`src/rtl/cordic_sched_pkg.sv`:
```
// Purpose: shared constants and FSM state type for the CORDIC cosine scheduler.
// Contents: CORDIC_W (angle/cosine width), TIMEOUT_DEFAULT (watchdog limit),
//           sched_state_t (IDLE/ISSUE/WAIT/RESP).
package cordic_sched_pkg;

  localparam int unsigned CORDIC_W        = 22;
  localparam int unsigned TIMEOUT_DEFAULT = 32;

  typedef enum logic [1:0] {
    S_IDLE  = 2'd0,
    S_ISSUE = 2'd1,
    S_WAIT  = 2'd2,
    S_RESP  = 2'd3
  } sched_state_t;

endpackage

```
`src/rtl/cordic_rr_arbiter.sv`:
```
// Purpose: combinational round-robin grant. Picks the first asserted request
//          at or after i_ptr, searching upward with wrap.
// Ports:
//   i_req   - request vector
//   i_ptr   - round-robin start position
//   i_en    - grant enable; no grant when low
//   o_grant - one-hot grant
//   o_idx   - encoded index of the grant
//   o_valid - a grant was made
module cordic_rr_arbiter #(
  parameter int unsigned N_REQ = 4,
  parameter int unsigned ID_W  = 2
) (
  input  logic [N_REQ-1:0] i_req,
  input  logic [ID_W-1:0]  i_ptr,
  input  logic             i_en,
  output logic [N_REQ-1:0] o_grant,
  output logic [ID_W-1:0]  o_idx,
  output logic             o_valid
);

  localparam int unsigned SW = ID_W + 1;

  logic [SW-1:0] w_sum;

  // Walk positions ptr, ptr+1, ... (mod N_REQ); the first hit wins.
  always_comb begin
    o_grant = '0;
    o_idx   = '0;
    o_valid = 1'b0;
    w_sum   = '0;
    for (int unsigned i = 0; i < N_REQ; i++) begin
      w_sum = {1'b0, i_ptr} + SW'(i);
      if (w_sum >= SW'(N_REQ)) w_sum = w_sum - SW'(N_REQ);
      if (i_en && !o_valid && i_req[w_sum[ID_W-1:0]]) begin
        o_valid                   = 1'b1;
        o_idx                     = w_sum[ID_W-1:0];
        o_grant[w_sum[ID_W-1:0]]  = 1'b1;
      end
    end
  end

endmodule

```
`src/rtl/cordic_cos_scheduler.sv`:
```
// Purpose: shares one iterative CORDIC cosine core between N_REQ requesters.
//          Round-robin grant, one core job at a time, result returned with the
//          requester ID through a single valid/ready response port.
// Optional feature: define CORDIC_SCHED_WATCHDOG_EN to abort core jobs that do
//          not finish within TIMEOUT cycles (resp_err=1, resp_cos=0).
// Ports:
//   clk, reset               - clock, async active-high reset
//   req_valid/req_angle      - per-requester request and packed 22-bit angles
//   req_ready                - one-hot grant pulse (combinational, IDLE only)
//   resp_valid/resp_ready    - response handshake
//   resp_id/resp_cos/resp_err- response payload
//   core_reset/core_clk_en   - core synchronous reset and start pulse
//   core_angle               - angle presented to the core
//   core_cos/core_done       - core result and completion
module cordic_cos_scheduler
  import cordic_sched_pkg::*;
#(
  parameter int unsigned N_REQ   = 4,
  parameter int unsigned ID_W    = $clog2(N_REQ),
  parameter int unsigned TIMEOUT = TIMEOUT_DEFAULT
) (
  input  logic                      clk,
  input  logic                      reset,
  input  logic [N_REQ-1:0]          req_valid,
  input  logic [N_REQ*CORDIC_W-1:0] req_angle,
  output logic [N_REQ-1:0]          req_ready,
  output logic                      resp_valid,
  input  logic                      resp_ready,
  output logic [ID_W-1:0]           resp_id,
  output logic [CORDIC_W-1:0]       resp_cos,
  output logic                      resp_err,
  output logic                      core_reset,
  output logic                      core_clk_en,
  output logic [CORDIC_W-1:0]       core_angle,
  input  logic [CORDIC_W-1:0]       core_cos,
  input  logic                      core_done
);

  if (N_REQ < 2 || N_REQ > 8 || TIMEOUT < 1) begin : g_bad_param
    $error("cordic_cos_scheduler: N_REQ must be 2..8 and TIMEOUT >= 1");
  end

  sched_state_t          r_state, w_next_state;
  logic [ID_W-1:0]       r_rr_ptr, r_id, w_idx, w_ptr_next;
  logic [N_REQ-1:0]      w_grant;
  logic                  w_gnt_valid;
  logic [CORDIC_W-1:0]   r_angle, r_cos, w_sel_angle;
  logic                  r_rst_hold;
  logic                  w_wd_abort;
  logic                  w_wd_pulse;

  cordic_rr_arbiter #(
    .N_REQ (N_REQ),
    .ID_W  (ID_W)
  ) u_arb (
    .i_req   (req_valid),
    .i_ptr   (r_rr_ptr),
    .i_en    (r_state == S_IDLE),
    .o_grant (w_grant),
    .o_idx   (w_idx),
    .o_valid (w_gnt_valid)
  );

  // Angle of the granted requester.
  always_comb begin
    w_sel_angle = '0;
    for (int unsigned k = 0; k < N_REQ; k++) begin
      if (w_idx == ID_W'(k)) w_sel_angle = req_angle[k*CORDIC_W +: CORDIC_W];
    end
  end

  assign w_ptr_next = (w_idx == ID_W'(N_REQ - 1)) ? '0 : w_idx + ID_W'(1);

  // State register.
  always_ff @(posedge clk or posedge reset) begin
    if (reset) r_state <= S_IDLE;
    else       r_state <= w_next_state;
  end

  // Next-state logic.
  always_comb begin
    w_next_state = r_state;
    case (r_state)
      S_IDLE:  if (w_gnt_valid) w_next_state = S_ISSUE;
      S_ISSUE: w_next_state = S_WAIT;
      S_WAIT:  if (core_done || w_wd_abort) w_next_state = S_RESP;
      S_RESP:  if (resp_ready) w_next_state = S_IDLE;
      default: w_next_state = S_IDLE;
    endcase
  end

  // Grant bookkeeping and result capture.
  always_ff @(posedge clk or posedge reset) begin
    if (reset) begin
      r_rr_ptr <= '0;
      r_id     <= '0;
      r_angle  <= '0;
      r_cos    <= '0;
    end else begin
      if (r_state == S_IDLE && w_gnt_valid) begin
        r_rr_ptr <= w_ptr_next;
        r_id     <= w_idx;
        r_angle  <= w_sel_angle;
      end
      if (r_state == S_WAIT) begin
        if (core_done)       r_cos <= core_cos;
        else if (w_wd_abort) r_cos <= '0;
      end
    end
  end

  // Stretch core reset by one registered cycle so the core's sync reset is seen.
  always_ff @(posedge clk or posedge reset) begin
    if (reset) r_rst_hold <= 1'b1;
    else       r_rst_hold <= 1'b0;
  end

`ifdef CORDIC_SCHED_WATCHDOG_EN
  localparam int unsigned WD_W = $clog2(TIMEOUT + 1);

  logic [WD_W-1:0] r_wd_cnt;
  logic            r_wd_pulse;
  logic            r_err;

  // Abort on the TIMEOUT-th WAIT cycle without core_done.
  assign w_wd_abort = (r_state == S_WAIT) && !core_done &&
                      (r_wd_cnt == WD_W'(TIMEOUT - 1));

  always_ff @(posedge clk or posedge reset) begin
    if (reset) begin
      r_wd_cnt   <= '0;
      r_wd_pulse <= 1'b0;
      r_err      <= 1'b0;
    end else begin
      r_wd_pulse <= w_wd_abort;
      r_wd_cnt   <= (r_state == S_WAIT) ? r_wd_cnt + WD_W'(1) : '0;
      if (w_wd_abort)                         r_err <= 1'b1;
      else if (r_state == S_RESP && resp_ready) r_err <= 1'b0;
    end
  end

  assign w_wd_pulse = r_wd_pulse;
  assign resp_err   = r_err;
`else
  assign w_wd_abort = 1'b0;
  assign w_wd_pulse = 1'b0;
  assign resp_err   = 1'b0;
`endif

  assign req_ready   = w_grant;
  assign resp_valid  = (r_state == S_RESP);
  assign resp_id     = r_id;
  assign resp_cos    = r_cos;
  assign core_clk_en = (r_state == S_ISSUE);
  assign core_angle  = r_angle;
  assign core_reset  = reset | r_rst_hold | w_wd_pulse;

endmodule

```
`config.mk`:
```
export PLATFORM = sky130hd
export DESIGN_NAME = cordic_cos_scheduler
export DESIGN_NICKNAME = d
export VERILOG_FILES = /design/src/rtl/cordic_sched_pkg.sv /design/src/rtl/cordic_rr_arbiter.sv /design/src/rtl/cordic_cos_scheduler.sv
export SDC_FILE = /design/constraint.sdc
export NUM_CORES = 1
export LEC_CHECK = 0
export CORE_MARGIN = 4
export CORE_UTILIZATION = 43
export DETAILED_ROUTE_END_ITERATION = 8
export GPL_TIMING_DRIVEN = 0
export HOLD_SLACK_MARGIN = 0.02
export PLACE_DENSITY = 0.86
export SLEW_MARGIN = 20
export SYNTH_ARGS = -nofsm -noshare
export SYNTH_HDL_FRONTEND = slang
export SYNTH_HIERARCHICAL = 1
export SYNTH_SLANG_ARGS = --single-unit
```
`constraint.sdc`:
```
create_clock -name clk -period 10 [get_ports clk]
set_clock_uncertainty 0.15 [all_clocks]
set_input_delay 1 -clock clk [delete_from_list [all_inputs] [get_ports clk]]
set_output_delay 1 -clock clk [all_outputs]
set_load 0.03 [all_outputs]
```
==> metrics.md, run 1 <==
| Metric | Value |
|---|---|
| Skew-Pair Late Insertion Delay | 0.30 ns |
| Syn Inst Count | 311 |
| Final #Nets | 623 |
| Syn. warnings | 6 |
| EDFF count, synth | 0 |
| Cell with the most instances after synthesis | dfrtp_1 |
| CP required | 8.85 ns |
| Number of DRC markers in iteration 0 | 170 |
| Setup TNS | 0 ns |
| Max transition margin | 58.6% |
| Final Hold Vio Count | 0 |
| Max-cap violations | 0 |
| Synth area leaders | dfrtp_1 (38%), mux2_2 (8.8%), a211oi_2 (7.6%) |
| Minimum clock period | 4.78 ns |
| Vias after detailed routing | 3204 |
| Layout Cell Area excl Fill | 5240 um^2 |
| Register area share after synthesis | 38.5% |
| VDD IR-drop max | 0.129 mV |
| Flops & latches, synth | 51 |
| Dpl cell area | 5150 um^2 |
| Final WL | 10600 um |
| Avg Synthesized Cell Area | 10.7 um^2 |
| CP max FO | 8 |
| Grt ovf | 0 |
| Die Height | 95.8 um |
| Core area | 7370 um^2 |
| Unique masters post-synth | 44 |
| Die area | 9180 um^2 |
| I/O Buffers | 169 |
| Max Slew Vio Count | 0 |
| Final HPWL DP | 8420 um |
| Cell Count, Final, Fillers Out | 589 |
| Worst setup SP type | register |
| Antenna violations before repair | 0 |
| Ports | 172 |
| Vias per inst | 5.44 |
| Cts-stage hold buffer count | 0 |
| Clock transition at path regs | 0.09 ns |
| Met3 WL | 1080 um |
| Leading area contributor after synthesis | dfrtp_1 |
| Clk buf depth | 2 |
| Number of post-CTS setup repair buffers | 0 |
| Die W | 95.8 um |
| Min-Delay Path Class | reg -> reg |
| Count of final setup violators | 0 |
| Ys flop type | dfrtp_1 |
| Power per Cell Area | 299 nW/um^2 |
| Initial core utilization | 45.0% |
| H-tree depth | 2 |
| Top sig layer | met4 |
| Synth async-reset ratio | 100% |
| CTS tree | yes |
| Fin crit share | 47.8% |
| F_max | 209 MHz |
| Synth top area share | 37.8% |
| Top post-synthesis cells by count | dfrtp_1 (50), a22oi_1 (26), mux2_2 (26) |
| Routed length on met2 | 5460 um |
| Total GRT Usage | 22.9% |
| Share of cells above drive strength 1 | 17.1% |
| Cts bufs inserted | 5 |
| Cells after DPL | 581 |
| Largest net degree at the start of global routing | 35 |
| Diodes inserted | 0 |
| Util after Layout | 71.1% |
| Static Leak | 0.00204 uW |
| First-pass detailed-route iteration total | 5 |
| Final ANT Viol Nets | 0 |
| Fillers | 543 |
| Number of global-route vias before repair | 3257 |
| Metal-1 WL | 3960 um |
| Global-route wire length before repair | 16200 um |
| Synthesized area | 3310 um^2 |
| DRC | 0 |
| Status | finished clean |
| WS Path Type | reg -> out |
| Slew @ Worst Pin | 0.616 ns |
| RSZ-0062 raised after global routing | false |
| Row count | 31 |
| Routability cong. | 0.860 |
| WL per Instance | 18.0 um |
| Resized cells post-CTS | 0 |
| Root buffer cell | clkbuf_8 |
| Arrival @ worst endpoint | 3.63 ns |
| CTS sink count | 51 |
| CP endpoint kind | primary output |
| Area growth, synth to finish | 58.1% |
==> layer usage <==
metal,vias up,track usage (%)
met5,-,0
li1,1505,-
met3,10,7.27
met2,147,41.7
met1,1542,25.8
met4,0,5.33
==> where the power goes <==
part	leakage (uW)	switching, uW	internal (uW)	total (uW)
Sequential	0.000598	58.1	309	367
Combinational	0.00140	590	491	1080
Clock	0.0000412	70.6	49.1	120
==> cells in the final DEF, fill, tap and decap left out, drive strengths merged, types with 3 or more instances in the layout <==
cell and count:
a211oi 21, a21oi 25, a221o 5, a22oi 26, buf 22, clkbuf 10, clkdlybuf4s50 169, dfrtp 50
ha 16, inv 13, mux2 26, mux2i 3, mux4 3, nand2 12, nand3 3, nor2 25
nor2b 6, nor3b 22, o211ai 3, o21ai 6
==> state kept, by name, indices dropped and copies added, names as in the netlist <==
register    cells
r_state         2
resp_cos       22
r_rst_hold      1
core_angle     22
r_rr_ptr        2
resp_id         2
==> final cells by class <==
class	instances	area, um^2	share of cell area, %
buffer	25	166	3.18
clock buffer	6	72.6	1.39
clock inverter	2	12.5	0.239
inverter	13	48.8	0.931
multi-input combinational	223	1830	34.8
sequential	51	1280	24.4
tap	99	124	2.36
timing repair buffer	170	1710	32.7
==> kinds of logic after synthesis <==
family                   share of synthesized area [%]
AO/OA/AOI/OAI                                     23.0
AND/OR/NAND/NOR                                   14.0
flip-flops                                        38.5
buffers and inverters                             6.49
multiplexers                                      11.9
adder cells (fa/ha/maj)                           6.04
other                                            0.113
==> path summary, 6_finish.rpt <==
path	from	end	slack [ns]	cells after the start
setup / recovery	r_rr_ptr[1]$_DFFE_PP0P_	req_ready[1]	5.22	9
hold / removal	resp_id[0]$_DFFE_PP0P_	resp_id[0]$_DFFE_PP0P_	0.35	2
setup reg to reg	r_rr_ptr[1]$_DFFE_PP0P_	core_angle[17]$_DFFE_PP0P_	5.82	15
hold reg to reg	resp_id[0]$_DFFE_PP0P_	resp_id[0]$_DFFE_PP0P_	0.35	2
max in group asynchronous	reset	r_rst_hold$_DFF_PP1_	8.21	3
min in group asynchronous	reset	core_angle[16]$_DFFE_PP0P_	0.90	2
==> worst max-delay path, stage by stage, from the launching register on <==
cell	delay [ns]
dfrtp_1	0.47
clkbuf_1	0.33
inv_1	0.20
ha_1	0.33
buf_6	0.13
mux4_2	0.57
nor2b_4	0.18
nor2_1	0.25
a221o_1	0.20
clkdlybuf4s50_1	0.67
==> stage by stage <==
| stage | setup WS [ns] | total power (uW) | hold WS, ns |
|---|---|---|---|
| 6_report | 5.22 | 1570 | 0.349 |
| 5_1_grt | 5.05 | 1670 | 0.377 |
| 4_1_cts | 5.24 | 1580 | 0.353 |
| 3_5_place_dp | 5.40 | 1460 | 0.327 |
| 3_3_place_gp | 5.43 | 1430 | 0.318 |
| 2_1_floorplan | 6.35 | 1070 | 0.384 |
Power figures use the tool's default switching activity.
==> inputs of run 2 (changes only) <==
--- a/config.mk
+++ b/config.mk
@@ -6,11 +6,11 @@
 export NUM_CORES = 1
 export LEC_CHECK = 0
 export CORE_MARGIN = 4
-export CORE_UTILIZATION = 43
+export CORE_UTILIZATION = 36
 export DETAILED_ROUTE_END_ITERATION = 8
 export GPL_TIMING_DRIVEN = 0
 export HOLD_SLACK_MARGIN = 0.02
-export PLACE_DENSITY = 0.86
+export PLACE_DENSITY = 0.77
 export SLEW_MARGIN = 20
 export SYNTH_ARGS = -nofsm -noshare
 export SYNTH_HDL_FRONTEND = slang
==> constraint.sdc (replaced) <==
create_clock -name clk -period 3.9 [get_ports clk]
set_clock_uncertainty 0.15 [all_clocks]
set_input_delay 0.39 -clock clk [delete_from_list [all_inputs] [get_ports clk]]
set_output_delay 0.39 -clock clk [all_outputs]
set_load 0.03 [all_outputs]
==> metrics.md, run 2 (synthesis results as in run 1) <==
| Metric | Value |
|---|---|
| Status | finished clean |
| Fillers | 748 |
| Ports | 172 |
| FF-to-FF path depth | 15 |
| Global-route wire length before repair | 16900 um |
| Root buffer cell | clkbuf_8 |
| Delay-heaviest family, CP | buffers and inverters |
| NetSw | 1900 uW |
| Largest net degree at the start of global routing | 28 |
| DRC | 0 |
| Cts-stage hold buffer count | 0 |
| CP endpoint kind | register |
| Util after Layout | 60.6% |
| Clk buf depth | 2 |
| Worst reg-to-reg setup slack | 0.15 ns |
| Crit path buf inv count | 6 |
| VDD IR-drop max | 0.338 mV |
| Static Leak | 0.00213 uW |
| Initial core utilization | 37.5% |
| Die Height | 104 um |
| Combinational power share | 69.1% |
| Die W | 104 um |
| CTS tree | yes |
| Min-Delay Path Class | in -> async |
| Minimum clock period | 3.75 ns |
| Switching power share of the total | 44.7% |
| Grt ovf | 0 |
| Final Hold Vio Count | 0 |
| H-tree depth | 2 |
| Max transition margin | 62.4% |
| Slew @ Worst Pin | 0.563 ns |
| Max Slew Vio Count | 0 |
| CTS sink count | 51 |
| Skew-Pair Late Insertion Delay | 0.29 ns |
| Reg power frac | 22.2% |
| F_max | 266 MHz |
| Fin crit share | 96.2% |
| Layout Cell Area excl Fill | 5360 um^2 |
| Number of DRC markers in iteration 0 | 114 |
| Vias after detailed routing | 3225 |
| Area growth, synth to finish | 61.8% |
| Clock transition at path regs | 0.10 ns |
| Cts bufs inserted | 5 |
| Count of final setup violators | 0 |
| Final HPWL DP | 8450 um |
| CP max-delay cell | mux4_2 |
| Diodes inserted | 0 |
| Final WL | 10700 um |
| Final ANT Viol Nets | 0 |
| Dpl cell area | 5160 um^2 |
| Max-cap violations | 0 |
| Internal Pwr Total | 2350 uW |
| Total GRT Usage | 19.0% |
| First-pass detailed-route iteration total | 4 |
| Worst setup SP type | register |
| Most frequent cells in the layout | clkdlybuf4s50_1 (165), dfrtp_1 (48), a22oi_1 (26), mux2_2 (26) |
| CP max FO | 10 |
| Commonest non-fill, non-tap cell in the layout | clkdlybuf4s50_1 |
| I/O Buffers | 169 |
| RR Endpoint | core_angle[5]$_DFFE_PP0P_ |
| Vias per inst | 5.33 |
| Arrival @ worst endpoint | 3.78 ns |
| WS Path Type | reg -> reg |
| Core area | 8850 um^2 |
| Antenna violations before repair | 0 |
| CP required | 3.93 ns |
| Delay of the slowest critical-path stage | 0.51 ns |
| Critical path cell sequence | buf_6, buf_8, inv_2, ha_1, buf_6, mux4_2, nor2b_4, o211ai_1, o21ai_4, buf_4, ha_1, nand3b_1, buf_2, a21oi_1, a211oi_2 |
| Power per Cell Area | 793 nW/um^2 |
| Row count | 34 |
| Setup crit start | r_rr_ptr[0]$_DFFE_PP0P_ |
| Routability cong. | 0.807 |
| Final #Nets | 630 |
| Share of cells above drive strength 1 | 20.1% |
| Number of global-route vias before repair | 3297 |
| WL per Instance | 17.6 um |
| R2R Path Start | r_rr_ptr[0]$_DFFE_PP0P_ |
| Clock Power Share | 8.7% |
| Die area | 10800 um^2 |
run 2: changes by cell type in the layout (fill, tap and decap cells not counted), moves of 2 or more:
| cell | before | now |
|---|---|---|
| buf_4 | 6 | 12 |
| clkbuf_1 | 5 | 1 |
| clkdlybuf4s50_1 | 169 | 165 |
| dfrtp_1 | 50 | 48 |
| dfrtp_2 | 0 | 2 |
| dlygate4sd2_1 | 0 | 4 |
| inv_1 | 12 | 10 |
| inv_2 | 1 | 3 |
run 2: cell type report:
type | instances | area (um^2) | area share (%)
multi-input combinational | 223 | 1840 | 34.4
timing repair buffer | 178 | 1770 | 33.0
sequential | 51 | 1280 | 23.9
buffer | 24 | 174 | 3.24
tap | 108 | 135 | 2.52
clock buffer | 5 | 68.8 | 1.28
inverter | 13 | 48.8 | 0.910
clock inverter | 3 | 43.8 | 0.816
run 2: per-stage QoR:
stage	hold slack (ns)	total power, uW	setup WS, ns	setup TNS [ns]	cells
2_1_floorplan	0.384	2750	0.250	0	312
3_3_place_gp	0.319	3680	-0.174	-3.20	589
3_5_place_dp	0.341	3750	-0.269	-5.22	590
4_1_cts	0.363	4140	0.0480	0	598
5_1_grt	0.370	4510	-0.0166	-0.0938	605
6_report	0.350	4260	0.147	0	605
run 2: worst max-delay path by stage:
stage	to	depth (start not counted)	slack (ns)
2_1_floorplan	core_angle[0]$_DFFE_PP0P_	16	0.25
3_3_place_gp	core_angle[7]$_DFFE_PP0P_	15	-0.17
3_5_place_dp	core_angle[15]$_DFFE_PP0P_	15	-0.27
4_1_cts	core_angle[0]$_DFFE_PP0P_	16	0.05
5_1_grt	core_angle[9]$_DFFE_PP0P_	16	-0.02
6_report	core_angle[5]$_DFFE_PP0P_	15	0.15
run 2: metal layers:
metal  track usage, %  part of all wire, %
met1             22.4                   40
met2             33.1                   49
met3             5.90                  8.7
met4             5.41                  2.0
met5                0                    0
run 2: worst register-to-register path, stage by stage (launching register included):
cell	delay (ns)
dfrtp_2	0.38
buf_6	0.13
buf_8	0.14
inv_2	0.08
ha_1	0.30
buf_6	0.13
mux4_2	0.51
nor2b_4	0.17
o211ai_1	0.28
o21ai_4	0.13
buf_4	0.15
ha_1	0.26
nand3b_1	0.28
buf_2	0.26
a21oi_1	0.19
a211oi_2	0.09
run 2: repair_timing:
action,in CTS,in global routing
resized for setup,10,10
buffers inserted,1,5
cloned,0,2
pin swaps,0,1
endpoints found under the setup margin,26,21
run 2: power by group through the flow:
| stage | combinational (uW) | sequential [uW] | clock [uW] |
|---|---|---|---|
| after CTS | 2810 | 949 | 384 |
| final | 2940 | 947 | 369 |
| after floorplan | 1330 | 1420 | 0 |
| after detailed placement | 2790 | 957 | 0 |
| after global placement | 2740 | 941 | 0 |
| after global routing | 3130 | 975 | 405 |
